$ cat src/rtl/program_sequencer.sv
// Instruction-issue front end: feeds a loaded program word by word to the processor, with a done watchdog.
// Optional single-step mode via PROGRAM_SEQUENCER_SINGLE_STEP_EN (adds step input and PAUSE state).
module program_sequencer #(
   parameter int unsigned ADDR_W  = 5,
   parameter int unsigned DATA_W  = 16,
   parameter int unsigned TIMEOUT = 64
) (
   input  logic              clk_50MHz,
   input  logic              reset_n,
   input  logic              prog_we,
   input  logic [ADDR_W-1:0] prog_addr,
   input  logic [DATA_W-1:0] prog_data,
   input  logic [ADDR_W:0]   prog_len,
   input  logic              start,
   input  logic              done,
`ifdef PROGRAM_SEQUENCER_SINGLE_STEP_EN
   input  logic              step,
`endif
   output logic [DATA_W-1:0] DIN,
   output logic              run,
   output logic              busy,
   output logic              finished,
   output logic              timeout_err,
   output logic [ADDR_W-1:0] pc,
   output logic [ADDR_W:0]   instr_count
);

   localparam int unsigned DEPTH  = 2 ** ADDR_W;
   localparam int unsigned LEN_W  = ADDR_W + 1;
   localparam int unsigned WDOG_W = $clog2(TIMEOUT);

   localparam logic [2:0] S_IDLE   = 3'd0;
   localparam logic [2:0] S_ISSUE  = 3'd1;
   localparam logic [2:0] S_WAIT   = 3'd2;
   localparam logic [2:0] S_NEXT   = 3'd3;
   localparam logic [2:0] S_FINISH = 3'd4;
   localparam logic [2:0] S_ERROR  = 3'd5;
`ifdef PROGRAM_SEQUENCER_SINGLE_STEP_EN
   localparam logic [2:0] S_PAUSE  = 3'd6;
`endif

   logic [DATA_W-1:0] mem_q [DEPTH];

   logic [2:0]        state_q, state_d;
   logic [DATA_W-1:0] din_q, din_d;
   logic [ADDR_W-1:0] pc_q, pc_d;
   logic [LEN_W-1:0]  cnt_q, cnt_d;
   logic [LEN_W-1:0]  len_q, len_d;
   logic [WDOG_W-1:0] wdog_q, wdog_d;
   logic              run_q, busy_q, fin_q, err_q;

   logic [ADDR_W-1:0] pc_inc;
   logic [LEN_W-1:0]  pc_inc_ext;
   logic              wr_ok;

   assign pc_inc     = pc_q + ADDR_W'(1);
   assign pc_inc_ext = {1'b0, pc_q} + LEN_W'(1);
   assign wr_ok      = (state_q == S_IDLE) || (state_q == S_ERROR);

   // Program memory is deliberately outside the reset domain so contents survive reset.
   always_ff @(posedge clk_50MHz) begin
      if (prog_we && wr_ok) begin
         mem_q[prog_addr] <= prog_data;
      end
   end

   always_comb begin
      state_d = state_q;
      din_d   = din_q;
      pc_d    = pc_q;
      cnt_d   = cnt_q;
      len_d   = len_q;
      wdog_d  = wdog_q;
      case (state_q)
         S_IDLE: begin
            if (start) begin
               pc_d  = '0;
               cnt_d = '0;
               if (prog_len == '0) begin
                  len_d   = '0;
                  state_d = S_FINISH;
               end else begin
                  len_d   = prog_len;
                  din_d   = mem_q[0];
                  state_d = S_ISSUE;
               end
            end
         end
         S_ISSUE: begin
            wdog_d  = '0;
            state_d = S_WAIT;
         end
         S_WAIT: begin
            // done wins over an expiring watchdog on the same edge
            if (done) begin
               cnt_d   = cnt_q + LEN_W'(1);
               state_d = S_NEXT;
            end else if (wdog_q == WDOG_W'(TIMEOUT - 1)) begin
               state_d = S_ERROR;
            end else begin
               wdog_d = wdog_q + WDOG_W'(1);
            end
         end
         S_NEXT: begin
            if (pc_inc_ext == len_q) begin
               state_d = S_FINISH;
            end else begin
`ifdef PROGRAM_SEQUENCER_SINGLE_STEP_EN
               state_d = S_PAUSE;
`else
               pc_d    = pc_inc;
               din_d   = mem_q[pc_inc];
               state_d = S_ISSUE;
`endif
            end
         end
`ifdef PROGRAM_SEQUENCER_SINGLE_STEP_EN
         S_PAUSE: begin
            if (step) begin
               pc_d    = pc_inc;
               din_d   = mem_q[pc_inc];
               state_d = S_ISSUE;
            end
         end
`endif
         S_FINISH: state_d = S_IDLE;
         S_ERROR: begin
            if (start) begin
               state_d = S_IDLE;
            end
         end
         default: state_d = S_IDLE;
      endcase
   end

   always_ff @(posedge clk_50MHz or negedge reset_n) begin
      if (!reset_n) begin
         state_q <= S_IDLE;
         din_q   <= '0;
         pc_q    <= '0;
         cnt_q   <= '0;
         len_q   <= '0;
         wdog_q  <= '0;
         run_q   <= 1'b0;
         busy_q  <= 1'b0;
         fin_q   <= 1'b0;
         err_q   <= 1'b0;
      end else begin
         state_q <= state_d;
         din_q   <= din_d;
         pc_q    <= pc_d;
         cnt_q   <= cnt_d;
         len_q   <= len_d;
         wdog_q  <= wdog_d;
         run_q   <= (state_d == S_ISSUE);
         busy_q  <= (state_d != S_IDLE) && (state_d != S_ERROR);
         fin_q   <= (state_d == S_FINISH);
         err_q   <= (state_d == S_ERROR);
      end
   end

   assign DIN         = din_q;
   assign run         = run_q;
   assign busy        = busy_q;
   assign finished    = fin_q;
   assign timeout_err = err_q;
   assign pc          = pc_q;
   assign instr_count = cnt_q;

endmodule

$ cat config.mk
export PLATFORM = sky130hd
export DESIGN_NAME = program_sequencer
export DESIGN_NICKNAME = d
export VERILOG_FILES = /design/src/rtl/program_sequencer.sv
export SDC_FILE = /design/constraint.sdc
export NUM_CORES = 1
export LEC_CHECK = 0
export ABC_AREA = 1
export BUFFER_PORTS_ARGS = -buffer_cell sky130_fd_sc_hd__buf_2
export CAP_MARGIN = 20
export CORE_ASPECT_RATIO = 0.7
export CORE_UTILIZATION = 30
export CTS_BUF_LIST = sky130_fd_sc_hd__clkbuf_8
export DETAILED_ROUTE_END_ITERATION = 12
export GPL_TIMING_DRIVEN = 0
export PLACE_DENSITY = 0.55
export RECOVER_POWER = 50
export SYNTH_ARGS = -nofsm -noshare
export SYNTH_HDL_FRONTEND = slang
export SYNTH_SLANG_ARGS = --single-unit
export TNS_END_PERCENT = 10
$ cat constraint.sdc
create_clock -name clk_50MHz -period 2.3 [get_ports clk_50MHz]
set_clock_uncertainty 0.05 [all_clocks]
set_input_delay 0.46 -clock clk_50MHz [delete_from_list [all_inputs] [get_ports clk_50MHz]]
set_output_delay 0.46 -clock clk_50MHz [all_outputs]
set_load 0.005 [all_outputs]
==> impl_metrics.py <==
metrics = {
    "status": {
        "outcome": "finished, violations left",
        "violations": "max-capacitance violations, max-slew violations, negative setup slack",
    },
    "clock_tree": {
        "cts.htree.levels": 3,
        "cts.sinks": 558,
        "clk_path_buf_depth": 3,
        "clock_latency_ps": 700,
        "path_clk_slew_ps": 70,
        "cts_tree": "yes",
        "clockRootBuffer": "clkbuf_8",
        "numCtsBuffers": 84,
    },
    "timing": {
        "fmax_mhz": 433,
        "setup_tns_ps": -7.15,
        "setup_viol": 1,
        "min_period_ps": 2310,
        "layout_setup_ws_ps": -7.15,
        "hold_viol_final": 0,
        "slew_headroom_pct": -48.2,
        "rsz0062_at_grt": "true",
        "tightest_slew_ps": 2220,
        "hold_slack_ps": 125,
        "drv_slew": 528,
        "post-route-period-util_pct": 100,
    },
    "finish": {
        "syn2layout_area_growth_pct": 25.2,
        "drive_gt1_share_pct": 19.2,
        "final_common_cell": "nand2_1",
        "final_util_pct": 38.3,
        "final_net_count": 2536,
        "final_cell_mix": "825 x nand2_1, 512 x edfxtp_1, 345 x nand3_1",
    },
    "placement": {
        "hpwl_um": 56200,
        "port_buffers": 62,
        "gp_congestion": 0.929,
        "dp_worst_setup_slack_ps": -1020,
    },
    "floorplanning": {
        "initial_core_util_pct": 30.6,
        "core_um2": 77500,
        "rows": 85,
        "die_h_um": 237,
        "io_pins": 63,
        "die_x_um": 338,
        "die_area_um2": 80100,
    },
    "worst_setup_path": {
        "required_ps": 2870,
        "cp-start-kind": "flip-flop",
        "crit_arrival_ps": 2870,
        "cp-end-kind": "flip-flop",
        "ff2ff_path_depth": 14,
        "critPathKind": "flip-flop to flip-flop",
        "path_max_fanout": 8,
    },
    "logic_synthesis": {
        "syn-num-nets": 2286,
        "synthDistinctLibCells": 35,
        "netlist_instances": 2251,
        "ys_seq_area_share_pct": 69.7,
        "netlist_top_cells_area": "edfxtp_1 65%, nand2_1 13%, nand3_1 8.5%, dfrtp_1 4.9%, inv_1 3.0%",
        "netlist_area_um2": 23700,
        "yosys_warnings": 0,
        "yosys.area.top_type": "edfxtp_1",
        "synth_top_area_share_pct": 64.9,
        "syn-mean-instance-area_um2": 10.5,
        "synth-seq-cells": 558,
    },
    "global_route": {
        "use_met2_pct": 28.3,
        "grt.met3_usage_pct": 5.69,
        "top_usage_layer": "met1",
        "first_global_vias": 16897,
        "grt_max_degree": 47,
        "grt_antenna_before_repair": 5,
        "met1_usage_pct": 31.4,
        "globalRouteOverflowTotal": 0,
        "grt_pass1_wl_um": 117000,
        "track_usage_pct": 20.5,
    },
    "power": {
        "swShare_pct": 42.9,
        "power.switching_w": 0.0157,
        "total_power_w": 0.0365,
        "leakage_nw": 11.9,
        "power_report.internal_total_w": 0.0208,
        "p_seq_share_pct": 32.1,
        "combPwrFrac_pct": 45.9,
        "p_clk_share_pct": 22.0,
        "power.density_nw_per_um2": 1230,
        "vdd_drop_max_mv": 0.671,
    },
    "route": {
        "drtIter0Drc": 2253,
        "drc": 0,
        "route.antenna.remaining_nets": 0,
        "drt_first_pass_iters": 5,
        "routed_via_density": 5.02,
        "avgRoutedWirePerCell_um": 22.9,
        "vias": 18127,
        "wl_um": 82800,
    },
    "job": {
        "cap_violations": 16,
    },
    "hold_path": {
        "hold_depth": 4,
        "hp-class": "primary input to flip-flop",
    },
}
-- state kept, by name, summed over array words and instances (netlist names) --
signal / cells
wdog_q: 6
DIN: 16
instr_count: 6
mem_q: 512
pc: 5
finished: 1
busy: 1
state_q: 3
len_q: 6
run: 1
timeout_err: 1
-- stage by stage --
stage	std cells	cell area [um2]
final	3612	29700
after global routing	3612	29700
after CTS	3596	29100
after detailed placement	3388	26000
after global placement	3357	25300
after floorplan	2251	23700
-- area by class of cell --
cell class	instances	area (um2)
inverters	198	749
repair buffers	164	1730
flip-flops and latches	558	16500
well taps	1044	1310
multi-input cells	1383	6690
fillers	7452	47900
clock inverters	65	387
plain buffers	112	1070
diodes	1	2.50
clock buffers	87	1200
-- power groups by stage --
stage	clock network, W	logic, W	registers, W
6_report	0.00801	0.0168	0.0117
5_1_grt	0.00851	0.0178	0.0117
4_1_cts	0.00809	0.0153	0.0117
3_5_place_dp	0	0.0136	0.0119
3_3_place_gp	0	0.0135	0.0119
2_1_floorplan	0	0.00785	0.0119
-- worst paths after layout --
path / start / endpoint / slack (ps)
min in group asynchronous: reset_n / DIN[6]$_DFFE_PN0P_ / 230
max reg2reg: pc[0]$_DFFE_PN0P_ / DIN[3]$_DFFE_PN0P_ / -7
min reg2reg: DIN[2]$_DFFE_PN0P_ / DIN[2]$_DFFE_PN0P_ / 420
max in group asynchronous: reset_n / pc[1]$_DFFE_PN0P_ / 570
min: start / timeout_err$_DFF_PN0_ / 120
max: pc[0]$_DFFE_PN0P_ / DIN[3]$_DFFE_PN0P_ / -7
-- worst max-delay path: stages, from the launching register on --
cell and delay [ps]:
dfrtp_2 450, ha_4 190, nand2_4 70, inv_2 60, nor2_4 210, buf_12 230, buf_12 160, nand3_2 150
nand2_1 100, nand2_1 120, nand2_2 110, nand2_1 50, nand3_1 90, nand3_1 100, nand2_1 90
-- timing repair --
| action | 4_1_cts | 5_1_grt |
|---|---|---|
| buffers inserted | 47 | 11 |
| cloned | 2 | 3 |
| endpoints found under the setup margin | 526 | 294 |
| hold endpoints to repair | 52 | 0 |
| hold buffers | 7 | 0 |
| pin swaps | 38 | 29 |
| resized for setup | 228 | 122 |
-- Yosys cell counts, drive strengths merged --
cell / count
edfxtp: 512
and3: 2
nand3: 404
xor2: 3
clkinv: 2
nand4: 6
o211ai: 1
o21a: 1
xnor2: 1
ha: 3
o21ai: 25
o22ai: 4
nor2: 71
buf: 89
clkbuf: 23
or2: 1
nor3: 3
dfrtp: 46
a31oi: 1
o31ai: 1
inv: 196
nand2: 846
a21oi: 10
-- routing by layer --
layer / share of wire, % / routed length (um)
met4: 2.1 / 1770
met2: 40 / 33400
met1: 44 / 36400
met5: 0 / 0
met3: 14 / 11200
-- logic make-up (layout without fill, tap and decap cells) --
| group | count (synthesis) | after routing | synth area share [%] |
|---|---|---|---|
| compound gates | 43 | 43 | 1.01 |
| xor+xnor | 4 | 4 | 0.148 |
| fa+ha+maj | 3 | 3 | 0.158 |
| buf+inv | 310 | 626 | 5.46 |
| flops | 558 | 558 | 69.7 |
| other cells | 0 | 1 | 0 |
| simple gates | 1333 | 1333 | 23.5 |
Power figures use the tool's default switching activity.
